==> src/rtl/neuron_sequencer_pkg.sv <==
// Shared types and constants for the neuron sequencer and its bias/activation datapath.
package neuron_sequencer_pkg;

    localparam int VARWIDTH = 32;

    typedef enum logic [2:0] {
        IDLE,
        CLEAR,
        RUN,
        CAPTURE,
        NEXT,
        DONE
    } state_t;

    localparam logic [VARWIDTH-1:0] SAT_MAX = 32'h7FFF_FFFF;
    localparam logic [VARWIDTH-1:0] SAT_MIN = 32'h8000_0000;

endpackage

==> src/rtl/adder32.sv <==
// Plain two's-complement adder shared by the accumulator-side datapaths.
module adder32
    import neuron_sequencer_pkg::*;
(
    input  logic [VARWIDTH-1:0] a,
    input  logic [VARWIDTH-1:0] b,
    output logic [VARWIDTH-1:0] sum
);

    assign sum = a + b;

endmodule

==> src/rtl/bias_act_unit.sv <==
// Adds the per-neuron bias to the accumulator sum and derives the activation bit.
// Define SAT_ADD_EN to saturate on overflow instead of wrapping.
module bias_act_unit
    import neuron_sequencer_pkg::*;
(
    input  logic [VARWIDTH-1:0] sum,
    input  logic [VARWIDTH-1:0] bias,
    output logic [VARWIDTH-1:0] r,
    output logic                act_bit
);

    logic [VARWIDTH-1:0] raw;

    adder32 u_add (
        .a   (sum),
        .b   (bias),
        .sum (raw)
    );

`ifdef SAT_ADD_EN
    logic ovf;

    // Overflow only when both operands share a sign the result does not.
    assign ovf = (sum[VARWIDTH-1] == bias[VARWIDTH-1]) && (raw[VARWIDTH-1] != sum[VARWIDTH-1]);
    assign r   = !ovf ? raw : (sum[VARWIDTH-1] ? SAT_MIN : SAT_MAX);
`else
    assign r = raw;
`endif

    assign act_bit = ~r[VARWIDTH-1];

endmodule

==> src/rtl/neuron_sequencer.sv <==
// Drives the tree accumulator neuron by neuron and stores biased sums plus activation bits.
// Optional SAT_ADD_EN build switch selects saturating bias addition in bias_act_unit.
module neuron_sequencer
    import neuron_sequencer_pkg::*;
#(
    parameter int NEURONS = 16,
    parameter int LAYERS  = 4,
    parameter int TIMEOUT = 255
) (
    input  logic                clk,
    input  logic                rst,
    input  logic                start,
    input  logic [7:0]          num_neurons,
    output logic [7:0]          neuron_idx,
    input  logic [31:0]         bias,
    output logic                acc_en,
    output logic                acc_rst,
    input  logic                acc_rdy,
    input  logic [31:0]         acc_sum,
    input  logic [7:0]          rd_idx,
    output logic [31:0]         rd_data,
    output logic [NEURONS-1:0]  out_bits,
    output logic                busy,
    output logic                done,
    output logic                err,
    output state_t              fsm_state
);

    localparam int              IW    = (NEURONS > 1) ? $clog2(NEURONS) : 1;
    localparam int              CW    = $clog2(TIMEOUT + 1);
    localparam logic [7:0]      NMAX  = 8'(NEURONS);
    localparam logic [CW-1:0]   TLAST = CW'(TIMEOUT - 1);

    // The accumulator needs LAYERS+3 RUN cycles; a shorter timeout could never succeed.
    if (TIMEOUT <= LAYERS + 3) begin : g_timeout_check
        $error("TIMEOUT must exceed the accumulator latency LAYERS+3");
    end

    state_t              state;
    state_t              state_next;
    logic [7:0]          idx;
    logic [7:0]          n;
    logic [7:0]          n_req;
    logic [CW-1:0]       cnt;
    logic [VARWIDTH-1:0] bank [NEURONS];
    logic [VARWIDTH-1:0] biased;
    logic                act_bit;
    logic                last_neuron;
    logic                timed_out;

    assign n_req       = (num_neurons > NMAX) ? NMAX : num_neurons;
    assign last_neuron = (idx == n - 8'd1);
    assign timed_out   = !acc_rdy && (cnt == TLAST);
    assign neuron_idx  = idx;
    assign fsm_state   = state;

    bias_act_unit u_bias_act (
        .sum     (acc_sum),
        .bias    (bias),
        .r       (biased),
        .act_bit (act_bit)
    );

    always_ff @(posedge clk or negedge rst) begin
        if (!rst) state <= IDLE;
        else      state <= state_next;
    end

    // Accumulator handshake: acc_en high only in RUN; acc_rdy is honoured only while
    // acc_en is high, and acc_sum must stay stable through the following CAPTURE cycle.
    always_comb begin
        state_next = state;
        acc_en     = 1'b0;
        acc_rst    = 1'b1;
        busy       = 1'b1;
        done       = 1'b0;
        case (state)
            IDLE: begin
                busy = 1'b0;
                if (start) state_next = (n_req == 8'd0) ? DONE : CLEAR;
            end
            CLEAR:   state_next = RUN;
            RUN: begin
                acc_en  = 1'b1;
                acc_rst = 1'b0;
                if (acc_rdy)        state_next = CAPTURE;
                else if (timed_out) state_next = NEXT;
            end
            CAPTURE: state_next = NEXT;
            NEXT:    state_next = last_neuron ? DONE : CLEAR;
            DONE: begin
                done       = 1'b1;
                state_next = IDLE;
            end
            default: state_next = IDLE;
        endcase
    end

    always_ff @(posedge clk or negedge rst) begin
        if (!rst) begin
            idx      <= '0;
            n        <= '0;
            cnt      <= '0;
            err      <= 1'b0;
            out_bits <= '0;
            for (int i = 0; i < NEURONS; i++) bank[i] <= '0;
        end else begin
            case (state)
                IDLE: begin
                    if (start) begin
                        n   <= n_req;
                        idx <= '0;
                        err <= 1'b0;
                    end
                end
                CLEAR: cnt <= '0;
                RUN: begin
                    if (timed_out) begin
                        err                   <= 1'b1;
                        bank[idx[IW-1:0]]     <= '0;
                        out_bits[idx[IW-1:0]] <= 1'b0;
                    end else if (!acc_rdy) begin
                        cnt <= cnt + 1'b1;
                    end
                end
                CAPTURE: begin
                    bank[idx[IW-1:0]]     <= biased;
                    out_bits[idx[IW-1:0]] <= act_bit;
                end
                NEXT: begin
                    if (!last_neuron) idx <= idx + 8'd1;
                end
                default: ;
            endcase
        end
    end

    always_comb begin
        rd_data = '0;
        if (rd_idx < NMAX) rd_data = bank[rd_idx[IW-1:0]];
    end

endmodule

==> config.mk <==
export PLATFORM = sky130hd
export DESIGN_NAME = neuron_sequencer
export DESIGN_NICKNAME = d
export VERILOG_FILES = /design/src/rtl/neuron_sequencer_pkg.sv /design/src/rtl/adder32.sv /design/src/rtl/bias_act_unit.sv /design/src/rtl/neuron_sequencer.sv
export SDC_FILE = /design/constraint.sdc
export NUM_CORES = 1
export LEC_CHECK = 0
export CAP_MARGIN = 20
export CORE_MARGIN = 2
export CORE_UTILIZATION = 55
export DETAILED_ROUTE_END_ITERATION = 8
export PLACE_DENSITY = 0.72
export SYNTH_ARGS = -nofsm -noshare
export SYNTH_HDL_FRONTEND = slang
export SYNTH_SLANG_ARGS = --single-unit
export TNS_END_PERCENT = 30
==> constraint.sdc <==
create_clock -name clk -period 3.7 [get_ports clk]
set_input_delay 0.74 -clock clk [delete_from_list [all_inputs] [get_ports clk]]
set_output_delay 0.74 -clock clk [all_outputs]
set_load 0.1 [all_outputs]
==> impl_metrics.toml <==
[synth]
synth_most_common_cell = "dfrtp_1"
synth_cells = 2118
synth_edf_count = 0
synth.area.mux_share_pct = 13.51
seq_area_frac_synth_pct = 51.87
syn_nets = 2241
synth_top_family_by_area = "compound AO/OA/AOI/OAI gates"
synth_area_sq_um = 26820
synth-seq-cells = 556
yosys.area_share.simple_pct = 7.296
synthDistinctLibCells = 78
yosysTopAreaCellShare_pct = 51.87
synth.avg_cell_area_sq_um = 12.66
yosys-top-cells-count = "dfrtp_1, a22o_1, mux4_2"
synthAdderAreaFrac_pct = 1.847
yosys-top-cells-area = "dfrtp_1, mux4_2, a22o_1, nand2_1, o21ai_0"
synth_area_leader_cell = "dfrtp_1"
yosysWarningCount = 0
synth_xor_area_share_pct = 1.460
synth-async-reset-ratio_pct = 100.0
synth_compound_area_share_pct = 20.29
synth_ff_type = "dfrtp_1"

[floorplanning]
die_w_um = 224.8
num_io_pins = 148
floorplan.initialDensity_pct = 55.94
rows = 80
die_area_sq_um = 50550
core-area_sq_um = 47950
dieHeight_um = 224.8

[cts]
clk_latency_ps = 640
ctsRootBufferMaster = "clkbuf_16"
cts.path.max_buffers = 3
cts_resized = 0
cts_max_level = 2
cts_tree = "done"
post_cts_buffers = 0
cts.clk_slew.worst_paths_ps = 60
cts_buffers = 57
cts_sinks = 556
cts_hold_buf = 0

[timing]
setup_viol = 0
clock.fmax_mhz = 283.1
timing.hold.ws_ps = 89.75
worstMarginPinSlew_ps = 1067
hold_violations = 0
rsz0062_at_grt = "false"
relSlewSlack_pct = 28.59
period_minus_slack_ps = 3532
fin_ws_ps = 168.2
maxSlewViolCount = 0
timing.final.crit_share_pct = 95.45
skew_ps = 37.64

[final_layout]
synthToLayoutAreaGrowth_pct = 18.23
diodes = 0
fill_cells = 3391
fin_nets = 2347
drive_gt1_share_pct = 20.00

[place]
place_congestion = 0.8867
dpl_worst_slack_ps = -122.8
port_buffers = 147
hpwl_um = 46970

[detailed_routing]
drtIter0Drc = 2249
ant_nets = 0
vias_per_cell = 7.049
first_pass_iters = 6
wl_um = 81450
drc = 0
num_vias = 20340
wl_per_cell_um = 28.23

[power_and_ir_drop]
ir_worst_vdd_v = 0.0005677
p_leak_uw = 0.01414
powerDensity_nw_per_um2 = 593.6

[status]
outcome = "completed"

[setup_path]
crit_required_ps = 2960
critPathArrivalTime_ps = 2790
worstReg2RegStart = "fsm_state[2]$_DFFE_PN0P_"
crit_path_start = "rd_idx[0]"
critPathKind = "input pin to output port"
setup.worst_path.start_class = "input pin"
crit_fanout = 20
end_kind = "output port"

[grt]
grt_overflow_total = 0
grt_pass1_wl_um = 126300
grt_usage_pct = 33.00
antenna_found_initial = 1
grt_start_max_net_pins = 96
grt_pass1_vias = 21010

[worst_hold_path]
hp-class = "input pin to asynchronous set/reset pin"

[run]
max-cap-violations = 0
registers in the layout (all words and copies together) (netlist names):
| name | cells |
|---|---|
| bank | 512 |
| fsm_state | 3 |
| cnt | 8 |
| out_bits | 16 |
| err | 1 |
| n | 8 |
| neuron_idx | 8 |
per-layer routing:
layer  track usage (%)  wire [um]
met1             43.62      30250
met2             53.01      38950
met3             7.694       8744
met4             13.69       3499
met5                 0          0
worst max-delay path, stage by stage:
cell      delay [ps]
clkbuf_8         310
buf_12           270
mux4_2           530
mux4_2           560
nor2b_1          190
buf_12           180
where the power goes:
| group | switching [uW] | internal [uW] | total, uW | leakage [uW] |
|---|---|---|---|---|
| logic | 2790 | 1950 | 4740 | 0.00567 |
| clock network | 2510 | 3810 | 6320 | 0.00102 |
| registers | 651 | 7110 | 7770 | 0.00744 |
final timing paths:
| kind | end | slack [ps] | depth (start not counted) |
|---|---|---|---|
| max in group asynchronous | bank[196]$_DFFE_PN0P_ | 2620 | 2 |
| min reg2reg | bank[289]$_DFFE_PN0P_ | 480 | 2 |
| min in group clk | bank[289]$_DFFE_PN0P_ | 480 | 2 |
| max reg2reg | bank[409]$_DFFE_PN0P_ | 980 | 6 |
| min | bank[343]$_DFFE_PN0P_ | 90 | 1 |
| max | rd_data[22] | 170 | 6 |
cells in the final DEF, fill, tap and decap left out, drive strengths merged, types with 6 or more instances in the layout:
master | synthesis | routed
a32oi | 14 | 14
o21ai | 116 | 116
buf | 140 | 156
nand2 | 151 | 151
o211ai | 7 | 7
or3 | 7 | 7
and2 | 25 | 25
o21a | 6 | 6
nor3 | 28 | 28
a21o | 8 | 8
clkinv | 0 | 11
dfrtp | 556 | 556
xnor2 | 21 | 21
a211oi | 7 | 7
bufinv | 0 | 9
nor2 | 57 | 57
mux4 | 160 | 160
a32o | 32 | 32
nand3 | 50 | 50
ha | 38 | 38
xor2 | 19 | 19
a31oi | 6 | 6
nand4 | 16 | 16
nand2b | 8 | 8
a22o | 401 | 401
o31ai | 6 | 6
inv | 17 | 19
clkdlybuf4s50 | 0 | 101
nor2b | 35 | 35
and3 | 7 | 7
clkbuf | 71 | 81
a21oi | 60 | 60
cells by family after synthesis:
group / Yosys count
AND/OR/NAND/NOR: 403
AO/OA/AOI/OAI: 690
XOR/XNOR: 40
adder cells (fa/ha/maj): 39
flip-flops: 556
buffers and inverters: 228
multiplexers: 162
per-stage QoR:
stage	setup TNS (ps)	total power (uW)	cells	cell area (sq um)	util, %
5_1_grt	0	19560	2885	31710	66.14
2_1_floorplan	-7542	11040	2118	26840	-
4_1_cts	0	18820	2885	31710	66.14
3_3_place_gp	-831.7	12300	2777	29600	61.74
3_5_place_dp	-2088	12510	2780	29620	61.78
6_report	0	18820	2885	31710	66.14
area by class of cell:
cell class | count | area (sq um) | share of cell area [%]
sequential | 556 | 13910 | 43.88
multi-input combinational | 1334 | 11940 | 37.65
timing repair buffer | 258 | 2937 | 9.261
clock buffer | 80 | 1683 | 5.307
tap | 615 | 769.5 | 2.427
clock inverter | 25 | 405.4 | 1.278
inverter | 17 | 63.81 | 0.2012
No activity file was read; power rests on OpenSTA's default activity.
